===== src/rtl/seq_det_pkg.sv =====
// Shared types and helpers for the programmable serial sequence detector.
package seq_det_pkg;

  typedef enum logic [1:0] {
    IDLE  = 2'd0,
    FILL  = 2'd1,
    ARMED = 2'd2
  } state_t;

  // Widest pattern the mask helper supports; callers cast down to their own width.
  localparam int unsigned MASK_W = 32;

  function automatic logic [MASK_W-1:0] len_mask(input int unsigned len);
    logic [MASK_W-1:0] m;
    m = '0;
    for (int unsigned i = 0; i < MASK_W; i++) begin
      m[i] = (i < len);
    end
    return m;
  endfunction

endpackage


===== src/rtl/seq_shift_window.sv =====
// History shift register plus a fill counter that saturates at PAT_W.
// Exposes next-cycle values so the caller can compare the bit being sampled.
module seq_shift_window #(
  parameter int PAT_W = 8,
  parameter int LEN_W = $clog2(PAT_W + 1)
) (
  input  logic             clk,
  input  logic             reset,
  input  logic             i_clr,
  input  logic             i_fill_clr,
  input  logic             i_shift,
  input  logic             i_bit,
  output logic [PAT_W-1:0] o_hist_next,
  output logic [LEN_W-1:0] o_fill_next
);

  logic [PAT_W-1:0] r_hist;
  logic [LEN_W-1:0] r_fill;

  assign o_hist_next = {r_hist[PAT_W-2:0], i_bit};
  assign o_fill_next = (r_fill == LEN_W'(PAT_W)) ? r_fill : r_fill + 1'b1;

  always_ff @(posedge clk or posedge reset) begin
    if (reset) begin
      r_hist <= '0;
      r_fill <= '0;
    end else if (i_clr) begin
      r_hist <= '0;
      r_fill <= '0;
    end else if (i_shift) begin
      r_hist <= o_hist_next;
      r_fill <= i_fill_clr ? '0 : o_fill_next;
    end
  end

endmodule


===== src/rtl/param_sequence_detector.sv =====
// Runtime-programmable serial pattern detector with overlap control and a
// saturating match counter; one registered pulse per match.
module param_sequence_detector
  import seq_det_pkg::*;
#(
  parameter int PAT_W = 8,
  parameter int CNT_W = 8,
  parameter int LEN_W = $clog2(PAT_W + 1)
) (
  input  logic             clk,
  input  logic             reset,
  input  logic             cfg_load,
  input  logic [PAT_W-1:0] pat,
  input  logic [LEN_W-1:0] pat_len,
  input  logic             overlap,
  input  logic             in_valid,
  input  logic             in,
  output logic             out,
  output logic [CNT_W-1:0] match_cnt
);

  state_t           r_state;
  state_t           w_state_next;
  logic [PAT_W-1:0] r_pat;
  logic [LEN_W-1:0] r_len;
  logic             r_overlap;
  logic             r_out;
  logic [CNT_W-1:0] r_cnt;

  logic [LEN_W-1:0] w_len_clamped;
  logic [PAT_W-1:0] w_mask;
  logic [PAT_W-1:0] w_hist_next;
  logic [LEN_W-1:0] w_fill_next;
  logic             w_hit;
  logic             w_match;
  logic             w_shift;
  logic             w_fill_clr;
  logic             w_clr;

  assign w_len_clamped = (pat_len > LEN_W'(PAT_W)) ? LEN_W'(PAT_W) : pat_len;
  assign w_mask        = PAT_W'(len_mask(32'(r_len)));
  assign w_hit         = (((w_hist_next ^ r_pat) & w_mask) == '0);

  seq_shift_window #(
    .PAT_W (PAT_W),
    .LEN_W (LEN_W)
  ) u_window (
    .clk         (clk),
    .reset       (reset),
    .i_clr       (w_clr),
    .i_fill_clr  (w_fill_clr),
    .i_shift     (w_shift),
    .i_bit       (in),
    .o_hist_next (w_hist_next),
    .o_fill_next (w_fill_next)
  );

  always_ff @(posedge clk or posedge reset) begin
    if (reset) begin
      r_state <= IDLE;
    end else begin
      r_state <= w_state_next;
    end
  end

  // cfg_load pre-empts the data bit presented in the same cycle.
  always_comb begin
    w_state_next = r_state;
    w_shift      = 1'b0;
    w_fill_clr   = 1'b0;
    w_match      = 1'b0;
    w_clr        = 1'b0;
    if (cfg_load) begin
      w_clr        = 1'b1;
      w_state_next = (w_len_clamped != '0) ? FILL : IDLE;
    end else begin
      case (r_state)
        FILL: begin
          if (in_valid) begin
            w_shift = 1'b1;
            if (w_fill_next >= r_len) begin
              w_state_next = ARMED;
              w_match      = w_hit;
              if (w_hit && !r_overlap) begin
                w_fill_clr   = 1'b1;
                w_state_next = FILL;
              end
            end
          end
        end
        ARMED: begin
          if (in_valid) begin
            w_shift = 1'b1;
            w_match = w_hit;
            if (w_hit && !r_overlap) begin
              w_fill_clr   = 1'b1;
              w_state_next = FILL;
            end
          end
        end
        default: begin
          w_state_next = IDLE;
        end
      endcase
    end
  end

  always_ff @(posedge clk or posedge reset) begin
    if (reset) begin
      r_pat     <= '0;
      r_len     <= '0;
      r_overlap <= 1'b0;
      r_out     <= 1'b0;
      r_cnt     <= '0;
    end else if (cfg_load) begin
      r_pat     <= pat;
      r_len     <= w_len_clamped;
      r_overlap <= overlap;
      r_out     <= 1'b0;
      r_cnt     <= '0;
    end else begin
      r_out <= w_match;
      if (w_match && (r_cnt != {CNT_W{1'b1}})) begin
        r_cnt <= r_cnt + 1'b1;
      end
    end
  end

  assign out       = r_out;
  assign match_cnt = r_cnt;

endmodule


===== config.mk =====
export PLATFORM = sky130hd
export DESIGN_NAME = param_sequence_detector
export DESIGN_NICKNAME = d
export VERILOG_FILES = /design/src/rtl/seq_det_pkg.sv /design/src/rtl/seq_shift_window.sv /design/src/rtl/param_sequence_detector.sv
export SDC_FILE = /design/constraint.sdc
export NUM_CORES = 1
export LEC_CHECK = 0
export ABC_AREA = 1
export ABC_CLOCK_PERIOD_IN_PS = 1800
export BUFFER_PORTS_ARGS = -buffer_cell sky130_fd_sc_hd__clkbuf_2
export CAP_MARGIN = 20
export CORE_MARGIN = 5
export CORE_UTILIZATION = 51
export DETAILED_ROUTE_END_ITERATION = 12
export PLACE_DENSITY = 0.81
export REMOVE_ABC_BUFFERS = 1
export SLEW_MARGIN = 30
export SYNTH_ARGS = -nofsm -noshare
export SYNTH_HDL_FRONTEND = slang
export SYNTH_SLANG_ARGS = --single-unit

===== constraint.sdc =====
create_clock -name clk -period 1.8 [get_ports clk]
set_input_delay 0.45 -clock clk [delete_from_list [all_inputs] [get_ports clk]]
set_output_delay 0.45 -clock clk [all_outputs]
set_load 0.01 [all_outputs]

==> insert_results.sql <==
INSERT INTO impl_metrics (metric_group, metric, value, unit) VALUES
('worst_setup_path', 'peak_per_stage_delay_on_the_critical_path', '0.41', 'ns'),
('logic_synthesis', 'yosys_warnings', '0', ''),
('floorplanning', 'die_w', '71.95', 'µm'),
('global_route', 'grt_pass1_vias', '1731', ''),
('run_status', 'violations_in_the_final_reports', 'setup timing', ''),
('cells_and_area', 'cell_area_after_layout', '0.002429', 'mm²'),
('sta', 'final.setup_skew', '0.004312', 'ns'),
('logic_synthesis', 'yosysTopAreaCell', 'dfrtp_1', ''),
('sta', 'grt_setup_unrepaired', 'true', ''),
('clocking', 'cts_inserted_buffers', '5', ''),
('logic_synthesis', 'synthFlopType', 'dfrtp_1', ''),
('worst_setup_path', 'origin_of_the_critical_flop_to_flop_path', 'u_window.r_fill[0]', ''),
('pwr', 'p_leak', '0.001253', 'µW'),
('logic_synthesis', 'synth_async_sr_flop_share', '100.0', '%'),
('drt', 'totalWireLength', '4.363', 'mm'),
('cells_and_area', 'finalNetCount', '329', ''),
('worst_setup_path', 'critical_path.max_fanout', '5', ''),
('clocking', 'cts_buffer_depth', '2', ''),
('global_route', 'groute.usage.overall', '18.93', '%'),
('global_route', 'overflow_left_after_global_routing', '0', ''),
('floorplanning', 'floorplan.die_area', '0.005176', 'mm²'),
('sta', 'post-route-min-period', '2.039', 'ns'),
('clocking', 'tritoncts', 'done', ''),
('worst_setup_path', 'cp-end-kind', 'register', ''),
('global_route', 'grt_max_degree', '36', ''),
('worst_setup_path', 'critical-path-slowest-cell', 'dfrtp_1', ''),
('logic_synthesis', 'synth_top_area_share', '44.76', '%'),
('sta', 'setup_tns', '-3.114', 'ns'),
('hold_path', 'worst_hold_path_type', 'in -> async', ''),
('global_route', 'grt_first_pass_wirelength', '7.596', 'mm'),
('cells_and_area', 'antenna-diode-count', '0', ''),
('pwr', 'vdd_drop_max', '0.6759', 'mV'),
('drt', 'drt_iter0_markers', '126', ''),
('drt', 'drt.antenna.violating_nets', '0', ''),
('sta', 'hold_violations', '0', ''),
('worst_setup_path', 'r2r_cells', '13', ''),
('worst_setup_path', 'critical_path_required', '1.97', 'ns'),
('global_route', 'antenna_found_initial', '0', ''),
('pwr', 'total_power', '2024', 'µW'),
('floorplanning', 'floorplan_die_height', '71.95', 'µm'),
('clocking', 'worst_skew_pair.late_latency', '0.29', 'ns'),
('place', 'place_worst_setup_slack', '-0.2388', 'ns'),
('run_status', 'outcome', 'finished, violations left', ''),
('floorplanning', 'start_util', '53.05', '%'),
('logic_synthesis', 'synth-seq-area-share', '44.76', '%'),
('logic_synthesis', 'synth_cell_type_count', '25', ''),
('worst_setup_path', 'worst_setup_path_endpoint', 'u_window.r_fill[0]', ''),
('sta', 'final.setup.worst_slack', '-0.2387', 'ns'),
('pwr', 'power_density', '833.6', 'mW/mm²'),
('worst_setup_path', 'ff2ff_setup_slack', '-0.24', 'ns'),
('logic_synthesis', 'synth_edf_count', '0', ''),
('cells_and_area', 'area_delta_synth_final', '24.10', '%'),
('run', 'drv_cap', '0', ''),
('drt', 'detail_route.first_pass.iterations', '4', ''),
('worst_setup_path', 'cp-startpoint', 'u_window.r_fill[0]', ''),
('floorplanning', 'core-area', '0.003689', 'mm²'),
('place', 'port-buffer-count', '26', ''),
('sta', 'setup_viol_count_final', '15', ''),
('drt', 'drt-vias-per-instance', '5.117', ''),
('drt', 'via_count', '1796', ''),
('place', 'gp_routability_congestion', '0.8313', ''),
('clocking', 'cts-htree-levels', '2', ''),
('sta', 'final.period_utilization', '113.3', '%'),
('sta', 'timing.hold.ws', '0.2163', 'ns'),
('drt', 'detail_route.wl_per_cell', '12.43', 'µm'),
('worst_setup_path', 'path_cells', 'inv_2, ha_4, nand3_4, xor2_2, ha_4, o21bai_1, nand3_1, nand4_1, nand2_1, nor2_4, nand2_2, nand3_1, o21ai_0', ''),
('worst_setup_path', 'timing.critical_path.arrival', '2.21', 'ns'),
('worst_setup_path', 'reg2reg_to', 'u_window.r_fill[0]', ''),
('logic_synthesis', 'syn-cell-area', '0.001957', 'mm²'),
('drt', 'drc', '0', ''),
('logic_synthesis', 'post-synth-top-count-cell', 'nand2_1', '');
==> metal layers <==
metal	routed length [µm]	GRT usage [%]	up-vias	part of all wire (%)
met4	79	8.977	0	1.8
met5	0	0	-	0
met3	291	4.986	6	6.7
li1	-	-	917	-
met1	2016	25.04	821	46
met2	1976	28.98	52	45
==> timing repair <==
item                                    4_1_cts  5_1_grt
gates resized for setup                      17        1
endpoints found under the hold margin         0        0
endpoints found under the setup margin       15       15
setup buffers                                 2        0
pin swaps                                     9        5
gates cloned                                  1        0
==> worst max-delay path, delay by kind of cell, from the launching register on <==
family | cells | cell delay (ns)
AOI/OAI and AO/OA | 2 | 0.19
buffers and inverters | 1 | 0.09
DFF | 1 | 0.41
and+or+nand+nor | 7 | 0.72
xor gates and xnor gates | 1 | 0.18
adders and majority gates | 2 | 0.31
==> cell usage in the layout (no fill, tap or decap), types with 5 or more instances in the layout <==
| master | instances |
|---|---|
| nand2_2 | 5 |
| ha_1 | 6 |
| xor2_1 | 5 |
| inv_2 | 5 |
| clkbuf_8 | 5 |
| nor2_1 | 14 |
| o21ai_0 | 12 |
| clkbuf_2 | 26 |
| dfrtp_1 | 35 |
| inv_1 | 30 |
| nand3_1 | 29 |
| o22ai_1 | 7 |
| nand2_1 | 73 |
| buf_4 | 17 |
| nor3_1 | 5 |
==> state kept, by name, indices dropped and copies added (netlist names) <==
name	flops
match_cnt	8
out	1
r_len	4
r_overlap	1
r_pat	8
r_state	2
u_window.r_fill	4
u_window.r_hist	7
==> how the worst min path moves through the flow <==
stage | start | end | slack (ns) | cells past startpoint
after global placement | r_pat[5] | r_pat[5] | 0.50 | 2
final | reset | r_pat[1] | 0.22 | 3
after CTS | reset | r_pat[1] | 0.23 | 3
after detailed placement | r_pat[5] | r_pat[5] | 0.49 | 2
after floorplan | r_pat[5] | r_pat[5] | 0.46 | 2
after global routing | reset | r_pat[1] | 0.26 | 3
==> power breakdown <==
group	leakage (µW)	internal, µW	switching (µW)	total (µW)
Combinational	0.000749	237	328	565
Sequential	0.000464	842	45.1	888
Clock	0.0000402	269	303	572
==> cell type report <==
type                            instances  area, µm²
Inverter                               35      131.4
Clock inverter                          3      20.02
Sequential cell                        35      875.8
Clock buffer                            5      68.82
Fill cell                             335       1260
Multi-Input combinational cell        182       1015
Tap cell                               48      60.06
Timing Repair Buffer                   43      257.7
==> cells by family after synthesis <==
logic type / share of synthesized area [%]
compound gates: 8.376
simple gates: 30.50
flops: 44.76
xor+xnor: 3.133
buf+inv: 7.481
fa+ha+maj: 5.755
==> metrics by stage <==
stage	utilization, %	cells
4_1_cts	65.64	351
5_1_grt	65.84	351
2_1_floorplan	-	251
3_3_place_gp	60.85	340
3_5_place_dp	60.85	340
6_report	65.84	351
No activity file was read; power rests on OpenSTA's default activity.
